===== config.mk =====
export PLATFORM = sky130hd
export DESIGN_NAME = cpu_seq_ctrl
export DESIGN_NICKNAME = d
export VERILOG_FILES = /design/src/rtl/y86_pkg.sv /design/src/rtl/mem_wait_timer.sv /design/src/rtl/cpu_seq_ctrl.sv
export SDC_FILE = /design/constraint.sdc
export NUM_CORES = 1
export LEC_CHECK = 0
export CORE_ASPECT_RATIO = 1.5
export CORE_MARGIN = 2
export CORE_UTILIZATION = 46
export CTS_BUF_LIST = sky130_fd_sc_hd__clkbuf_4
export DETAILED_ROUTE_END_ITERATION = 6
export PLACE_DENSITY = 0.79
export SYNTH_ARGS = -nofsm -noshare
export SYNTH_HDL_FRONTEND = slang
export SYNTH_SLANG_ARGS = --single-unit

===== constraint.sdc =====
create_clock -name clk_i -period 1.8 [get_ports clk_i]
set_clock_uncertainty 0.15 [all_clocks]
set_input_delay 0.27 -clock clk_i [delete_from_list [all_inputs] [get_ports clk_i]]
set_output_delay 0.27 -clock clk_i [all_outputs]
set_load 0.02 [all_outputs]

===== src/rtl/y86_pkg.sv =====
// Shared Y86-64 encodings for the sequencer: icodes, sequencer states, status
// codes and the memory-op class helpers.
package y86_pkg;

  localparam logic [3:0] IHALT   = 4'h0;
  localparam logic [3:0] INOP    = 4'h1;
  localparam logic [3:0] IRRMOVQ = 4'h2;
  localparam logic [3:0] IIRMOVQ = 4'h3;
  localparam logic [3:0] IRMMOVQ = 4'h4;
  localparam logic [3:0] IMRMOVQ = 4'h5;
  localparam logic [3:0] IOPQ    = 4'h6;
  localparam logic [3:0] IJXX    = 4'h7;
  localparam logic [3:0] ICALL   = 4'h8;
  localparam logic [3:0] IRET    = 4'h9;
  localparam logic [3:0] IPUSHQ  = 4'hA;
  localparam logic [3:0] IPOPQ   = 4'hB;

  typedef enum logic [2:0] {
    S_FETCH      = 3'd0,
    S_DECODE     = 3'd1,
    S_EXECUTE    = 3'd2,
    S_MEMORY     = 3'd3,
    S_WRITE_BACK = 3'd4,
    S_UPDATE_PC  = 3'd5,
    S_IDLE       = 3'd6,
    S_HALT       = 3'd7
  } state_e;

  localparam logic [2:0] SAOK = 3'd1;
  localparam logic [2:0] SHLT = 3'd2;
  localparam logic [2:0] SADR = 3'd3;
  localparam logic [2:0] SINS = 3'd4;

  function automatic logic is_mem_read(input logic [3:0] icode);
    return (icode == IMRMOVQ) || (icode == IRET) || (icode == IPOPQ);
  endfunction

  function automatic logic is_mem_write(input logic [3:0] icode);
    return (icode == IRMMOVQ) || (icode == ICALL) || (icode == IPUSHQ);
  endfunction

endpackage


===== src/rtl/mem_wait_timer.sv =====
// Counts cycles spent waiting on the ram handshake and flags a timeout on the
// last allowed waiting cycle; MEM_TIMEOUT=0 disables the flag.
module mem_wait_timer #(
  parameter int unsigned MEM_TIMEOUT = 16,
  parameter int unsigned WAIT_W      = 8
) (
  input  logic clk_i,
  input  logic rst_n,
  input  logic clr,
  input  logic en,
  output logic timeout
);

  localparam logic [WAIT_W-1:0] LAST = (MEM_TIMEOUT == 0) ? '0 : WAIT_W'(MEM_TIMEOUT - 1);

  logic [WAIT_W-1:0] cnt;

  always_ff @(posedge clk_i) begin
    if (!rst_n)     cnt <= '0;
    else if (clr)   cnt <= '0;
    else if (en)    cnt <= cnt + WAIT_W'(1);
  end

  assign timeout = (MEM_TIMEOUT != 0) && en && (cnt == LAST);

endmodule


===== src/rtl/cpu_seq_ctrl.sv =====
// Multi-cycle Y86-64 sequencer: walks each instruction through the datapath
// stages, drives ram requests, tracks architectural status and retirements.
//
// state      | meaning
// FETCH      | instruction read from ram, wait for mem_ready_i
// DECODE     | regfile read strobe
// EXECUTE    | ALU / CC update strobe
// MEMORY     | data read or write, wait for mem_ready_i
// WRITE_BACK | regfile write
// UPDATE_PC  | PC update, retire, pick next state from run_i / IHALT
// IDLE       | parked, waiting for run_i
// HALT       | absorbing fault/halt state, left only by reset
module cpu_seq_ctrl
  import y86_pkg::*;
#(
  parameter int unsigned MEM_TIMEOUT = 16,
  parameter int unsigned WAIT_W      = 8,
  parameter int unsigned CNT_W       = 32
) (
  input  logic             clk_i,
  input  logic             rst_n,
  input  logic             run_i,
  input  logic             mem_ready_i,
  input  logic [3:0]       icode_i,
  input  logic             instr_valid_i,
  input  logic             imem_error_i,
  input  logic             dmem_error_i,
  output logic [2:0]       state_o,
  output logic             fetch_en_o,
  output logic             decode_en_o,
  output logic             execute_en_o,
  output logic             memory_en_o,
  output logic             wb_en_o,
  output logic             pc_en_o,
  output logic             ram_read_en_o,
  output logic             ram_write_en_o,
  output logic             ram_read_instruction_o,
  output logic             addr_sel_o,
  output logic [2:0]       stat_o,
  output logic             halted_o,
  output logic [CNT_W-1:0] instr_count_o
);

  state_e           state;
  logic [2:0]       stat;
  logic [3:0]       icode_q;
  logic [CNT_W-1:0] instr_count;
  logic             in_wait;
  logic             timeout;

  // Counter restarts whenever we are outside a wait state or the request completes.
  assign in_wait = (state == S_FETCH) || (state == S_MEMORY);

  mem_wait_timer #(
    .MEM_TIMEOUT(MEM_TIMEOUT),
    .WAIT_W     (WAIT_W)
  ) u_wait (
    .clk_i  (clk_i),
    .rst_n  (rst_n),
    .clr    (!in_wait || mem_ready_i),
    .en     (in_wait && !mem_ready_i),
    .timeout(timeout)
  );

  always_ff @(posedge clk_i) begin
    if (!rst_n) begin
      state       <= S_IDLE;
      stat        <= SAOK;
      icode_q     <= IHALT;
      instr_count <= '0;
    end else begin
      case (state)
        S_IDLE: if (run_i) state <= S_FETCH;
        S_FETCH: begin
          if (mem_ready_i) begin
            icode_q <= icode_i;
            if (imem_error_i) begin
              stat  <= SADR;
              state <= S_HALT;
            end else if (!instr_valid_i) begin
              stat  <= SINS;
              state <= S_HALT;
            end else begin
              state <= S_DECODE;
            end
          end else if (timeout) begin
            stat  <= SADR;
            state <= S_HALT;
          end
        end
        S_DECODE:  state <= S_EXECUTE;
        S_EXECUTE: state <= (is_mem_read(icode_q) || is_mem_write(icode_q)) ? S_MEMORY : S_WRITE_BACK;
        S_MEMORY: begin
          if (mem_ready_i) begin
            if (dmem_error_i) begin
              stat  <= SADR;
              state <= S_HALT;
            end else begin
              state <= S_WRITE_BACK;
            end
          end else if (timeout) begin
            stat  <= SADR;
            state <= S_HALT;
          end
        end
        S_WRITE_BACK: state <= S_UPDATE_PC;
        S_UPDATE_PC: begin
          instr_count <= instr_count + CNT_W'(1);
          if (icode_q == IHALT) begin
            stat  <= SHLT;
            state <= S_HALT;
          end else begin
            state <= run_i ? S_FETCH : S_IDLE;
          end
        end
        S_HALT: state <= S_HALT;
        default: state <= S_HALT;
      endcase
    end
  end

  always_comb begin
    fetch_en_o             = 1'b0;
    decode_en_o            = 1'b0;
    execute_en_o           = 1'b0;
    memory_en_o            = 1'b0;
    wb_en_o                = 1'b0;
    pc_en_o                = 1'b0;
    ram_read_en_o          = 1'b0;
    ram_write_en_o         = 1'b0;
    ram_read_instruction_o = 1'b0;
    addr_sel_o             = 1'b0;
    case (state)
      S_FETCH: begin
        ram_read_en_o          = 1'b1;
        ram_read_instruction_o = 1'b1;
        fetch_en_o             = mem_ready_i;
      end
      S_DECODE:  decode_en_o  = 1'b1;
      S_EXECUTE: execute_en_o = 1'b1;
      S_MEMORY: begin
        addr_sel_o     = 1'b1;
        ram_read_en_o  = is_mem_read(icode_q);
        ram_write_en_o = is_mem_write(icode_q);
        memory_en_o    = mem_ready_i;
      end
      S_WRITE_BACK: wb_en_o = 1'b1;
      S_UPDATE_PC:  pc_en_o = 1'b1;
      default: ;
    endcase
  end

  assign state_o       = state;
  assign stat_o        = stat;
  assign halted_o      = (state == S_HALT);
  assign instr_count_o = instr_count;

endmodule


==> summary.txt <==
Run status
  – Status: finished, violations left
  – Failing checks: negative setup slack

Route
  – Via/cell ratio: 5.38
  – Routed Antenna Nets: 0
  – Vias: approximately 2700
  – Drt total wl: 7.41 mm
  – Drt initial violations: slightly below 200
  – DRC: 0
  – DR WL/cell: 14.9 um
  – Router iterations before antenna repair: 4

Global routing
  – Tot GR Track Use: roughly a quarter
  – M2 GR Usage: 47.6%
  – Met3 Usage GRT: 4.01%
  – Met1 Resource Use GR: 24.6%
  – GR peak layer: met2
  – Initial antenna violation count: 0
  – Global route overflow: 0
  – Largest net degree at the start of global routing: 33
  – First-pass GRT wire length: 11.5 mm
  – Number of global-route vias before repair: 2639

Timing
  – Final Max Slew Viols: 0
  – Final setup violation count: 14
  – Fmax: 523 MHz
  – Relative slew slack: 72.7%
  – Pin slew with the least headroom to its limit: approximately 0.41 ns
  – Post-route setup slack: -0.110 ns
  – Final TNS setup: -0.609 ns
  – Tmin final: 1.91 ns
  – RSZ-0062 raised after global routing: yes
  – Final period util: 106%
  – Final Hold Fails: 0
  – Hold Worst Slack: ~0.32 ns

Die
  – Core Rows: 32
  – Core Footprint: 5120 um2
  – Num ports: 60
  – Die ar.: roughly 5900 um2
  – Initial Utilization: between 40 and 50%
  – Die Ht: about 93 um
  – Die Wd: 63.3 um

Synthesis
  – Top cell type's share of synthesized area: between 40% and 50%
  – Mapped cell area: 2420 um2
  – Mean Syn Cell Area: just over 8 um2
  – Sequential fraction of the synthesis area: between 40% and 50%
  – Seq cells post-synth: 50
  – Multiplexer area fraction after synthesis: 2.48%
  – Synth Area in Compound Gates: 6.81%
  – Cell taking the most area after synthesis: dfxtp_1
  – Largest family of logic cells by synthesized area: simple AND/OR/NAND/NOR gates
  – Cell variety after synth: 40
  – Dominant cells by area after synthesis: dfxtp_1 (41%), nor2_1 (9.4%), xor2_1 (6.5%), xnor2_1 (6.1%), nand2_1 (3.6%)
  – Mapped Cells: 295
  – Synth Area in Adders: approximately 1.0%
  – Simple logic cell fraction of the synthesized area: between 30% and 40%
  – Syn_nets: 308
  – Xor/xnor share of the synthesized area: 12.6%
  – YS warnings: 0

Layout
  – Multi-input gate area: 1530 um2
  – Layout fillers: 386
  – Non-filler cells, final: 496
  – Final nets: 440
  – N_diodes: 0
  – Share of layout cells above drive strength 1: around 36%
  – Layout area overhead: 63.9%
  – Storage cell area: roughly 1000 um2

Placed design
  – Worst slack at placement: -0.312 ns
  – Placer Congestion: 0.866
  – Port bufs: 59
  – Placed cell count: 474
  – Dpl hpwl: 4.92 mm

Critical path
  – Worst-case reg-to-reg path depth: 6
  – Endpoint class of the critical path: register
  – Kind of critical path: reg -> reg
  – Setup crit start kind: register
  – CP Launch Point: instr_count_o[1]
  – Crit path DAT: 2.09 ns
  – Reg2reg setup slack: -0.11 ns
  – Reg2reg start: instr_count_o[1]
  – Crit path required time: 1.97 ns
  – CP Capture Point: instr_count_o[18]
  – Critical R2R Capture: instr_count_o[18]
  – Worst-path fanout max: 8

Power and ir drop
  – Maximum vdd ir drop: between 0.9 and 1 mV
  – Total power draw: 3.21 mW
  – PD cells: 809 nW/um2
  – Static Leak: 1.84 nW

CTS
  – TritonCTS clock tree: yes
  – CTS root buffer: clkbuf_4
  – Clock transition at path regs: approximately 0.15 ns
  – Worst-case clock buffer depth: 2
  – TritonCTS Buffers: 5
  – Clk sinks: 50
  – # hold bufs at CTS: 0
  – H-tree depth: 2
  – Worst-Skew Late Latency: approximately 0.37 ns

Flow run
  – Number of max-cap violations: 0

Hold path
  – Hold Crit Class: reg -> reg
  – Hold path startpoint: u_wait.cnt[0]
==> Yosys cell counts <==
library cell	number
or3_1	4
or2_2	1
o21ai_0	5
o211ai_1	1
and4_1	3
nand2b_1	4
a21oi_1	13
or4_1	2
nor2_1	61
nor2b_1	1
nand3_1	15
a21o_1	2
dfxtp_1	50
o311ai_0	1
nand4b_1	2
a211o_1	1
and3_1	5
nor3_2	1
and4bb_2	1
clkbuf_1	10
nor4_2	3
buf_4	1
inv_1	9
a311oi_1	1
xnor2_1	17
buf_1	1
and2_1	1
o311a_1	1
nand2_1	23
ha_1	2
clkinv_1	1
nor4_1	2
nor3_1	9
mux2i_1	6
nand3b_1	3
nand4_1	11
nor4_4	1
a32o_1	1
o22ai_1	1
xor2_1	18
==> report_power, final <==
part           total [mW]  switching, mW  internal (mW)  leakage, nW
logic                1.43          0.725          0.707         1.39
clock network       0.521          0.358          0.163       0.0331
registers            1.26         0.0792           1.18        0.416
==> area by class of cell <==
class                      instances  share of cell area, %
inverter                          10                   1.01
timing repair buffer             137                   30.4
clock buffer                       6                   1.13
sequential                        50                   26.4
clock inverter                     2                  0.221
tap                               68                   2.14
multi-input combinational        223                   38.6
==> state kept, by name, summed over array words and instances (netlist names) <==
| name | count |
|---|---|
| icode_q | 4 |
| instr_count_o | 32 |
| stat_o | 3 |
| state_o | 3 |
| u_wait.cnt | 8 |
==> through the flow <==
| stage | util [%] | instance area, um2 |
|---|---|---|
| 2_1_floorplan | - | 2510 |
| 3_3_place_gp | 71.0 | 3640 |
| 3_5_place_dp | 71.0 | 3640 |
| 4_1_cts | 73.5 | 3770 |
| 5_1_grt | 77.5 | 3970 |
| 6_report | 77.5 | 3970 |
==> layer usage <==
| layer | part of all wire (%) | vias up |
|---|---|---|
| met5 | 0 | - |
| li1 | - | 1272 |
| met1 | 36 | 1263 |
| met4 | 4.0 | 0 |
| met3 | 5.0 | 29 |
| met2 | 55 | 106 |
==> timing repair <==
item | in CTS | in global routing
resized for setup | 110 | 46
pin swaps | 17 | 23
endpoints found under the setup margin | 59 | 45
hold endpoints to repair | 0 | 0
buffers inserted | 6 | 7
cloned | 0 | 1
==> placed cells by master (no fill, tap or decap), drive strengths merged, types with 3 or more instances in the layout <==
| master | count |
|---|---|
| nor4 | 6 |
| nand2 | 23 |
| clkdlybuf4s50 | 10 |
| mux2i | 6 |
| or3 | 4 |
| o21ai | 5 |
| dlygate4sd2 | 32 |
| nor2 | 61 |
| buf | 88 |
| nor3 | 10 |
| xor2 | 18 |
| nand3b | 3 |
| a21oi | 13 |
| nand4 | 11 |
| dfxtp | 50 |
| and3 | 5 |
| inv | 10 |
| and4 | 3 |
| xnor2 | 17 |
| nand3 | 15 |
| nand2b | 4 |
| clkbuf | 9 |
| dlymetal6s2s | 4 |
==> worst max-delay path, stage by stage, from the launching register on <==
cell,delay [ns]
dfxtp_4,0.38
ha_4,0.13
nand2_2,0.05
or4_4,0.53
buf_12,0.17
or3_4,0.33
a21oi_2,0.11
==> cells by family after synthesis <==
| kind of cell | after synthesis |
|---|---|
| compound gates | 27 |
| simple gates | 153 |
| xor+xnor | 35 |
| buf+inv | 22 |
| flops | 50 |
| mux | 6 |
| fa+ha+maj | 2 |
==> worst min-delay path by stage <==
stage | endpoint | slack (ns) | depth (start not counted)
after CTS | u_wait.cnt[0] | 0.32 | 1
after detailed placement | u_wait.cnt[0] | 0.29 | 1
after global placement | u_wait.cnt[0] | 0.28 | 1
after global routing | u_wait.cnt[0] | 0.33 | 1
final | u_wait.cnt[0] | 0.32 | 1
after floorplan | stat_o[0] | 0.24 | 1
Note: power is estimated with default switching activity, not from simulation.
